### src/rtl/axi_lite_slave_regs.sv
// axi_lite_slave_regs
//   AXI4-Lite responder exposing NUM_REGS 32-bit read/write control registers.
//   Write and read channels run on independent two-state FSMs and never stall
//   each other. Register contents are driven out flat on regs_out, and every
//   accepted in-range write raises wr_pulse/wr_index for one cycle.
// Ports
//   ACLK, ARESETn           clock, synchronous active-low reset
//   AW*/W*/B*               AXI-Lite write address/data/response channels
//   AR*/R*                  AXI-Lite read address/data channels
//   regs_out                register k at [32k+31:32k]
//   wr_pulse, wr_index      one-cycle update strobe and the updated index
module axi_lite_slave_regs #(
  parameter int NUM_REGS = 4,
  parameter int ADDR_W   = 4
) (
  input  logic                  ACLK,
  input  logic                  ARESETn,
  input  logic                  AWVALID,
  output logic                  AWREADY,
  input  logic [31:0]           AWADDR,
  input  logic [2:0]            AWPROT,
  input  logic                  WVALID,
  output logic                  WREADY,
  input  logic [31:0]           WDATA,
  input  logic [3:0]            WSTRB,
  output logic                  BVALID,
  input  logic                  BREADY,
  output logic [1:0]            BRESP,
  input  logic                  ARVALID,
  output logic                  ARREADY,
  input  logic [31:0]           ARADDR,
  input  logic [2:0]            ARPROT,
  output logic                  RVALID,
  input  logic                  RREADY,
  output logic [31:0]           RDATA,
  output logic [1:0]            RRESP,
  output logic [32*NUM_REGS-1:0] regs_out,
  output logic                  wr_pulse,
  output logic [7:0]            wr_index
);

  localparam int          IDX_W = ADDR_W - 2;
  localparam logic [31:0] NREGS = NUM_REGS;
  localparam logic [1:0]  OKAY  = 2'b00;
  localparam logic [1:0]  SLVERR = 2'b10;

  typedef enum logic {W_IDLE, W_RESP} wstate_t;
  typedef enum logic {R_IDLE, R_DATA} rstate_t;

  logic [NUM_REGS-1:0][31:0] regs;

  // Zero-extended register index of a byte address.
  function automatic logic [31:0] idx_of(input logic [31:0] a);
    return {{(32-IDX_W){1'b0}}, a[ADDR_W-1:2]};
  endfunction

  // In range only when no bits above the decoded window are set and the
  // index falls inside the implemented bank.
  function automatic logic in_range(input logic [31:0] a);
    return (a[31:ADDR_W] == '0) && (idx_of(a) < NREGS);
  endfunction

  // ---------------- write channel ----------------
  wstate_t     wstate, wstate_nx;
  logic        awready_q, wready_q, aw_got, w_got;
  logic [31:0] aw_addr, w_data;
  logic [3:0]  w_strb;
  logic        bvalid_q;
  logic [1:0]  bresp_q;
  logic        aw_hs, w_hs, commit, wr_ok;
  logic [31:0] aw_idx;

  // READY is only ever high in W_IDLE before its channel has been captured.
  assign aw_hs  = AWVALID && awready_q;
  assign w_hs   = WVALID && wready_q;
  assign commit = (wstate == W_IDLE) && aw_got && w_got;
  assign aw_idx = idx_of(aw_addr);
  assign wr_ok  = in_range(aw_addr);

  always_comb begin
    wstate_nx = wstate;
    case (wstate)
      W_IDLE: if (commit) wstate_nx = W_RESP;
      W_RESP: if (BREADY) wstate_nx = W_IDLE;
      default: wstate_nx = W_IDLE;
    endcase
  end

  always_ff @(posedge ACLK) begin
    if (!ARESETn) begin
      wstate    <= W_IDLE;
      awready_q <= 1'b1;
      wready_q  <= 1'b1;
      aw_got    <= 1'b0;
      w_got     <= 1'b0;
      aw_addr   <= '0;
      w_data    <= '0;
      w_strb    <= '0;
      bvalid_q  <= 1'b0;
      bresp_q   <= OKAY;
      wr_pulse  <= 1'b0;
      wr_index  <= '0;
      regs      <= '0;
    end else begin
      wstate   <= wstate_nx;
      wr_pulse <= 1'b0;
      if (aw_hs) begin
        aw_addr   <= AWADDR;
        aw_got    <= 1'b1;
        awready_q <= 1'b0;
      end
      if (w_hs) begin
        w_data   <= WDATA;
        w_strb   <= WSTRB;
        w_got    <= 1'b1;
        wready_q <= 1'b0;
      end
      if (commit) begin
        aw_got   <= 1'b0;
        w_got    <= 1'b0;
        bvalid_q <= 1'b1;
        bresp_q  <= wr_ok ? OKAY : SLVERR;
        wr_pulse <= wr_ok;
        wr_index <= 8'(aw_idx);
        for (int k = 0; k < NUM_REGS; k++)
          if (wr_ok && aw_idx == 32'(k))
            for (int b = 0; b < 4; b++)
              if (w_strb[b]) regs[k][8*b +: 8] <= w_data[8*b +: 8];
      end
      if (wstate == W_RESP && BREADY) begin
        bvalid_q  <= 1'b0;
        awready_q <= 1'b1;
        wready_q  <= 1'b1;
      end
    end
  end

  // ---------------- read channel ----------------
  rstate_t     rstate, rstate_nx;
  logic        arready_q, rvalid_q, ar_hs, rd_ok;
  logic [31:0] rdata_q, rd_val, ar_idx;
  logic [1:0]  rresp_q;

  assign ar_hs  = ARVALID && arready_q;
  assign ar_idx = idx_of(ARADDR);
  assign rd_ok  = in_range(ARADDR);

  // Sampled from the pre-edge register contents, so a read captured on the
  // same edge as a write commit returns the old value.
  always_comb begin
    rd_val = '0;
    for (int k = 0; k < NUM_REGS; k++)
      if (ar_idx == 32'(k)) rd_val = regs[k];
  end

  always_comb begin
    rstate_nx = rstate;
    case (rstate)
      R_IDLE: if (ar_hs)  rstate_nx = R_DATA;
      R_DATA: if (RREADY) rstate_nx = R_IDLE;
      default: rstate_nx = R_IDLE;
    endcase
  end

  always_ff @(posedge ACLK) begin
    if (!ARESETn) begin
      rstate    <= R_IDLE;
      arready_q <= 1'b1;
      rvalid_q  <= 1'b0;
      rdata_q   <= '0;
      rresp_q   <= OKAY;
    end else begin
      rstate <= rstate_nx;
      if (ar_hs) begin
        arready_q <= 1'b0;
        rvalid_q  <= 1'b1;
        rdata_q   <= rd_ok ? rd_val : 32'h0;
        rresp_q   <= rd_ok ? OKAY : SLVERR;
      end
      if (rstate == R_DATA && RREADY) begin
        rvalid_q  <= 1'b0;
        arready_q <= 1'b1;
      end
    end
  end

  assign AWREADY  = awready_q;
  assign WREADY   = wready_q;
  assign BVALID   = bvalid_q;
  assign BRESP    = bresp_q;
  assign ARREADY  = arready_q;
  assign RVALID   = rvalid_q;
  assign RDATA    = rdata_q;
  assign RRESP    = rresp_q;
  assign regs_out = regs;

  // Protection bits and byte offsets carry no meaning for this bank.
  logic unused_ok;
  assign unused_ok = ^{AWPROT, ARPROT, aw_addr[1:0], ARADDR[1:0]};

endmodule

### config.mk
export PLATFORM = sky130hd
export DESIGN_NAME = axi_lite_slave_regs
export DESIGN_NICKNAME = d
export VERILOG_FILES = /design/src/rtl/axi_lite_slave_regs.sv
export SDC_FILE = /design/constraint.sdc
export NUM_CORES = 1
export LEC_CHECK = 0
export BUFFER_PORTS_ARGS = -buffer_cell sky130_fd_sc_hd__buf_2
export CORE_MARGIN = 2
export CORE_UTILIZATION = 56
export DETAILED_ROUTE_END_ITERATION = 10
export HOLD_SLACK_MARGIN = 0.12
export PLACE_DENSITY = 0.91
export SYNTH_ARGS = -nofsm -noshare
export SYNTH_HDL_FRONTEND = slang
export SYNTH_SLANG_ARGS = --single-unit
### constraint.sdc
create_clock -name ACLK -period 5.92 [get_ports ACLK]
set_input_delay 0.888 -clock ACLK [delete_from_list [all_inputs] [get_ports ACLK]]
set_output_delay 0.888 -clock ACLK [all_outputs]
set_load 0.01 [all_outputs]
# Word level (Yosys, flattened, before mapping)
# Index checks and enable logic that the tools add are counted.
[word_totals]
output_inout_bits = 178
ff_bits = 244
in_bits = 113
word_cells = 90
[classes]
mux = 13
bitwise_logic = 3
n_eq_ne = 6
reduce_logical = 35
[ops]
columns = ["op", "n"]
rows = [
  ["$mux 32", 5],
  ["$logic_not 32->1", 2],
  ["$logic_not 28->1", 2],
  ["$reduce_and 3->1", 16],
  ["$logic_and 1x1->1", 11],
  ["$eq 2x2->1 const B", 4],
  ["$reduce_or 2->1", 3],
  ["$eq 2x1->1 const B", 2],
  ["$mux 1", 4],
  ["$mux 2", 2],
  ["$pmux 1 s2", 2],
  ["$not 1->1", 3],
  ["$reduce_and 2->1", 1],
]

# Logic depth before layout (Yosys ltp)
[logic_depth]
word_depth = 6
mapped_depth = 7
depth_no_buf = 4

# Worst setup path before layout
# OpenSTA, ideal clock, no wires.
[synth_path]
path_type = "input port to flip-flop"
from = "input port ARADDR[3]"
to = "register rdata_q[22] (netlist: RDATA[22])"
cell_stages = 6
path_slack_ns = 3.410
setup_time_ns = 0.115
arrival_time_ns = 2.395
t_required_ns = 5.805
path_buffers = 2
cell_sequence = "buf_2 > buf_1 > mux4_2 > inv_1 > o31ai_1 > and2_1"
[synth_between]
elab_chain_cells = 6
elab_cells_between_ends = 9
cone_classes = "eq/ne (3); mux (5); reduce/logical (1)"
[synth_lines]
columns = ["item", "line", "source"]
rows = [
  ["start: declaration", "31", "input logic [31:0] ARADDR,"],
  ["$logic_not 32->1", "153", "if (ar_idx == 32'(k)) rd_val = regs[k];"],
  ["$mux 32 (3 in a row)", "153", ""],
  ["$mux 32 (*)", "153", ""],
  ["$mux 32 (*)", "177", "rdata_q <= rd_ok ? rd_val : 32'h0;"],
  ["end signal: assignment", "177", ""],
  ["end: declaration", "141", "logic [31:0] rdata_q, rd_val, ar_idx;"],
]
# Every way passes the cells marked *; elsewhere a longest branch is shown, timed or not.
# A chain may end at the register's enable or synchronous reset.

# Worst setup path in the final report
[layout_path]
from = "register aw_addr[14]"
to = "register regs, in the netlist regs_out[6]"
[layout_between]
elab_chain_cells = 3
[layout_lines]
columns = ["item", "line", "source"]
rows = [
  ["start: declaration", "66", "logic [31:0] aw_addr, w_data;"],
  ["start signal: assignment", "96", "aw_addr <= '0;"],
  ["start signal: assignment", "108", "aw_addr <= AWADDR;"],
  ["$logic_not 28->1", "60", "return (a[31:ADDR_W] == '0) && (idx_of(a) < NREGS);"],
  ["$logic_and 1x1->1", "126", "if (wr_ok && aw_idx == 32'(k))"],
  ["$reduce_and 3->1 (no source line)", "--", ""],
  ["end signal: indexed assignment", "128", "if (w_strb[b]) regs[k][8*b +: 8] <= w_data[8*b +: 8];"],
  ["end: declaration", "50", "logic [NUM_REGS-1:0][31:0] regs;"],
]
# Every way passes these cells.

==> flow_metrics.py <==
metrics = {
    "timing": {
        "setup_tns_ns": 0,
        "setup_viol": 0,
        "fmax_mhz": 377.5,
        "rsz0062_at_grt": "false",
        "layout_setup_ws_ns": 3.271,
        "finalHoldViolCount": 0,
        "worst_clock_skew_ns": 0.01572,
        "worst_slew_pin_slew_ns": 1.163,
        "finalCriticalPeriod_ns": 2.649,
        "finalCritPeriodShare_pct": 44.75,
        "max_slew_margin_pct": 22.26,
        "maxSlewViolCount": 0,
    },
    "setup_path": {
        "max_stage_delay_ns": 0.97,
        "cp-end-kind": "flop",
        "crit_fanout": 17,
        "startpoint": "aw_addr[14]",
        "arrival_ns": 3.08,
        "r2r-start": "aw_addr[14]",
        "path_cells": "nor4_2 -> nand4_4 -> nor4_4 -> mux2i_1",
        "reg2reg_depth": 4,
        "critPathKind": "flop to flop",
        "crit_path_start_kind": "flop",
        "cp_data_required_time_ns": 6.35,
        "crit_slowest_cell": "nor4_4",
    },
    "detailed_routing": {
        "antenna_left": 0,
        "routed_wl_microns": 27570,
        "dr.first_iter.drc_count": 533,
        "vias": 8364,
        "drt-pass1-iter-count": 7,
        "drc": 0,
        "avgRoutedWirePerCell_microns": 18.02,
        "drt-vias-per-instance": 5.467,
    },
    "cts": {
        "cts-root-buf": "clkbuf_16",
        "numCtsBuffers": 26,
        "clkTransAtPathRegs_ns": 0.06,
        "ctsResizeCount": 0,
        "ctsHoldBuffers": 0,
        "cts_tree": "yes",
        "postCtsSetupBuffers": 0,
        "clkSinkCount": 240,
        "clock_latency_ns": 0.52,
        "cts.path.max_buffers": 3,
        "htree_levels": 1,
    },
    "synthesis": {
        "synthArstFlopShare_pct": 0,
        "synth_top_area_share_pct": 47.04,
        "synth_cells": 1040,
        "synth.ff_latch_count": 240,
        "synth_top_flop_cell": "dfxtp_1",
        "syn_area_per_cell_sq_um": 9.822,
        "synth_area_leaders": "dfxtp_1, mux2i_1, nand2_1, mux4_2, a21boi_0",
        "seq_area_frac_synth_pct": 47.04,
        "synth_enable_flop_cells": 0,
        "synth_area_sq_mm": 0.01021,
        "synth.most_common_cell": "nand2_1",
        "synth_commonest_cells": "nand2_1, dfxtp_1, mux2i_1, a21boi_0, clkbuf_1",
        "ys_types": 28,
        "yosys_warnings": 0,
        "yosys.area.top_type": "dfxtp_1",
    },
    "floorplan": {
        "die_w_microns": 139.1,
        "rows": 49,
        "initial_core_util_pct": 57.06,
        "boundaryPins": 291,
        "die_y_microns": 139.1,
        "core-area_sq_mm": 0.01790,
        "dieArea_sq_mm": 0.01934,
    },
    "finish": {
        "nets": 1393,
        "drive_above_1_share_pct": 29.38,
        "final_core_util_pct": 69.89,
        "syn2layout_area_growth_pct": 22.49,
        "num-fill-cells": 1315,
        "fin_cells": 1530,
    },
    "hold_path": {
        "hold_start": "RVALID",
        "min_path_type": "flop to flop",
        "whs_path_depth": 1,
    },
    "global_routing": {
        "grt_pass1_wl_microns": 43310,
        "grt.overflow.total": 0,
        "grt_use_total_pct": 27.76,
        "grt_pass1_vias": 8180,
        "antenna_found_initial": 3,
        "grt_start_max_net_pins": 155,
    },
    "flow_run": {
        "cap_viol_max_count": 0,
    },
    "place": {
        "dp.cells": 1481,
        "port_buffers": 272,
        "place_ws_ns": 3.176,
        "post-dp-hpwl_microns": 19320,
        "place_congestion": 0.8483,
    },
    "status": {
        "status": "completed",
    },
    "pwr": {
        "cellPowerDensity_mw_per_mm2": 281.8,
        "total_power_mw": 3.525,
        "peakVddDrop_mv": 0.2315,
        "p_leak_nw": 5.125,
    },
}
-- cell families after synthesis --
kind of cell           share of synthesized area, %
AO/OA/AOI/OAI                                 8.023
buffers and inverters                         4.667
flip-flops                                    47.04
multiplexers                                  19.70
other                                       0.03671
AND/OR/NAND/NOR                               20.54
-- per-stage QoR --
step,instance area [sq um],hold WS (ns)
floorplan,10240,0.4435
global placement,11620,0.4438
detailed placement,11620,0.4519
CTS,12510,0.4663
global route,12510,0.4838
finish,12510,0.4630
-- layout make-up --
cell class | count | area [sq um] | share of cell area, %
Multi-Input combinational cell | 695 | 4960 | 39.64
Sequential cell | 240 | 4805 | 38.40
Timing Repair Buffer | 278 | 1425 | 11.39
Clock buffer | 36 | 769.5 | 6.150
Tap cell | 229 | 286.5 | 2.290
Inverter | 39 | 146.4 | 1.170
Clock inverter | 12 | 117.6 | 0.9400
Antenna cell | 1 | 2.502 | 0.02000
-- sequential cells by signal (all words and copies together) (netlist names) --
name      count
w_strb        4
AWREADY       1
RRESP         1
w_got         1
ARREADY       1
aw_got        1
RVALID        1
BRESP         1
wr_pulse      1
RDATA        32
w_data       32
wstate        1
rstate        1
aw_addr      30
WREADY        1
BVALID        1
wr_index      2
regs_out    128
-- routing by layer --
layer	global-route usage [%]	part of all wire [%]	up-vias	routed length [microns]
met5	0	0.047	-	13
met4	13.98	5.3	2	1457
met3	5.283	7.8	98	2157
met2	45.50	46	374	12780
met1	35.25	40	3918	11160
li1	-	-	3972	-
-- critical path: cells and delay by family (launching register included) --
| kind | cells | cell delay (ns) |
|---|---|---|
| flops | 1 | 0.32 |
| mux | 1 | 0.29 |
| simple gates | 3 | 1.94 |
-- cell usage in the layout, fill, tap and decap left out, drive strengths merged --
cell	count
buf	278
mux2i	129
inv	39
and3b	1
diode	1
nand2b	3
nand3b	1
mux4	32
o31ai	32
nand4	4
conb	8
and2	37
o21ai	4
dfxtp	240
o21a	2
o221a	1
clkbuf	36
or2	1
nor4	30
clkinvlp	3
a21boi	71
bufinv	2
nor2	6
nand2	333
clkinv	7
-- final timing paths --
check	to	slack, ns
worst max register to register	regs_out[6]	3.27
worst min register to register	RVALID	0.46
worst min-delay path	RVALID	0.46
worst max-delay path	regs_out[6]	3.27
-- power breakdown --
| group | switching (mW) | internal, mW |
|---|---|---|
| Combinational | 0.135 | 0.0767 |
| Clock | 0.648 | 0.994 |
| Sequential | 0.0253 | 1.65 |
Note: power is estimated with default switching activity, not from simulation.
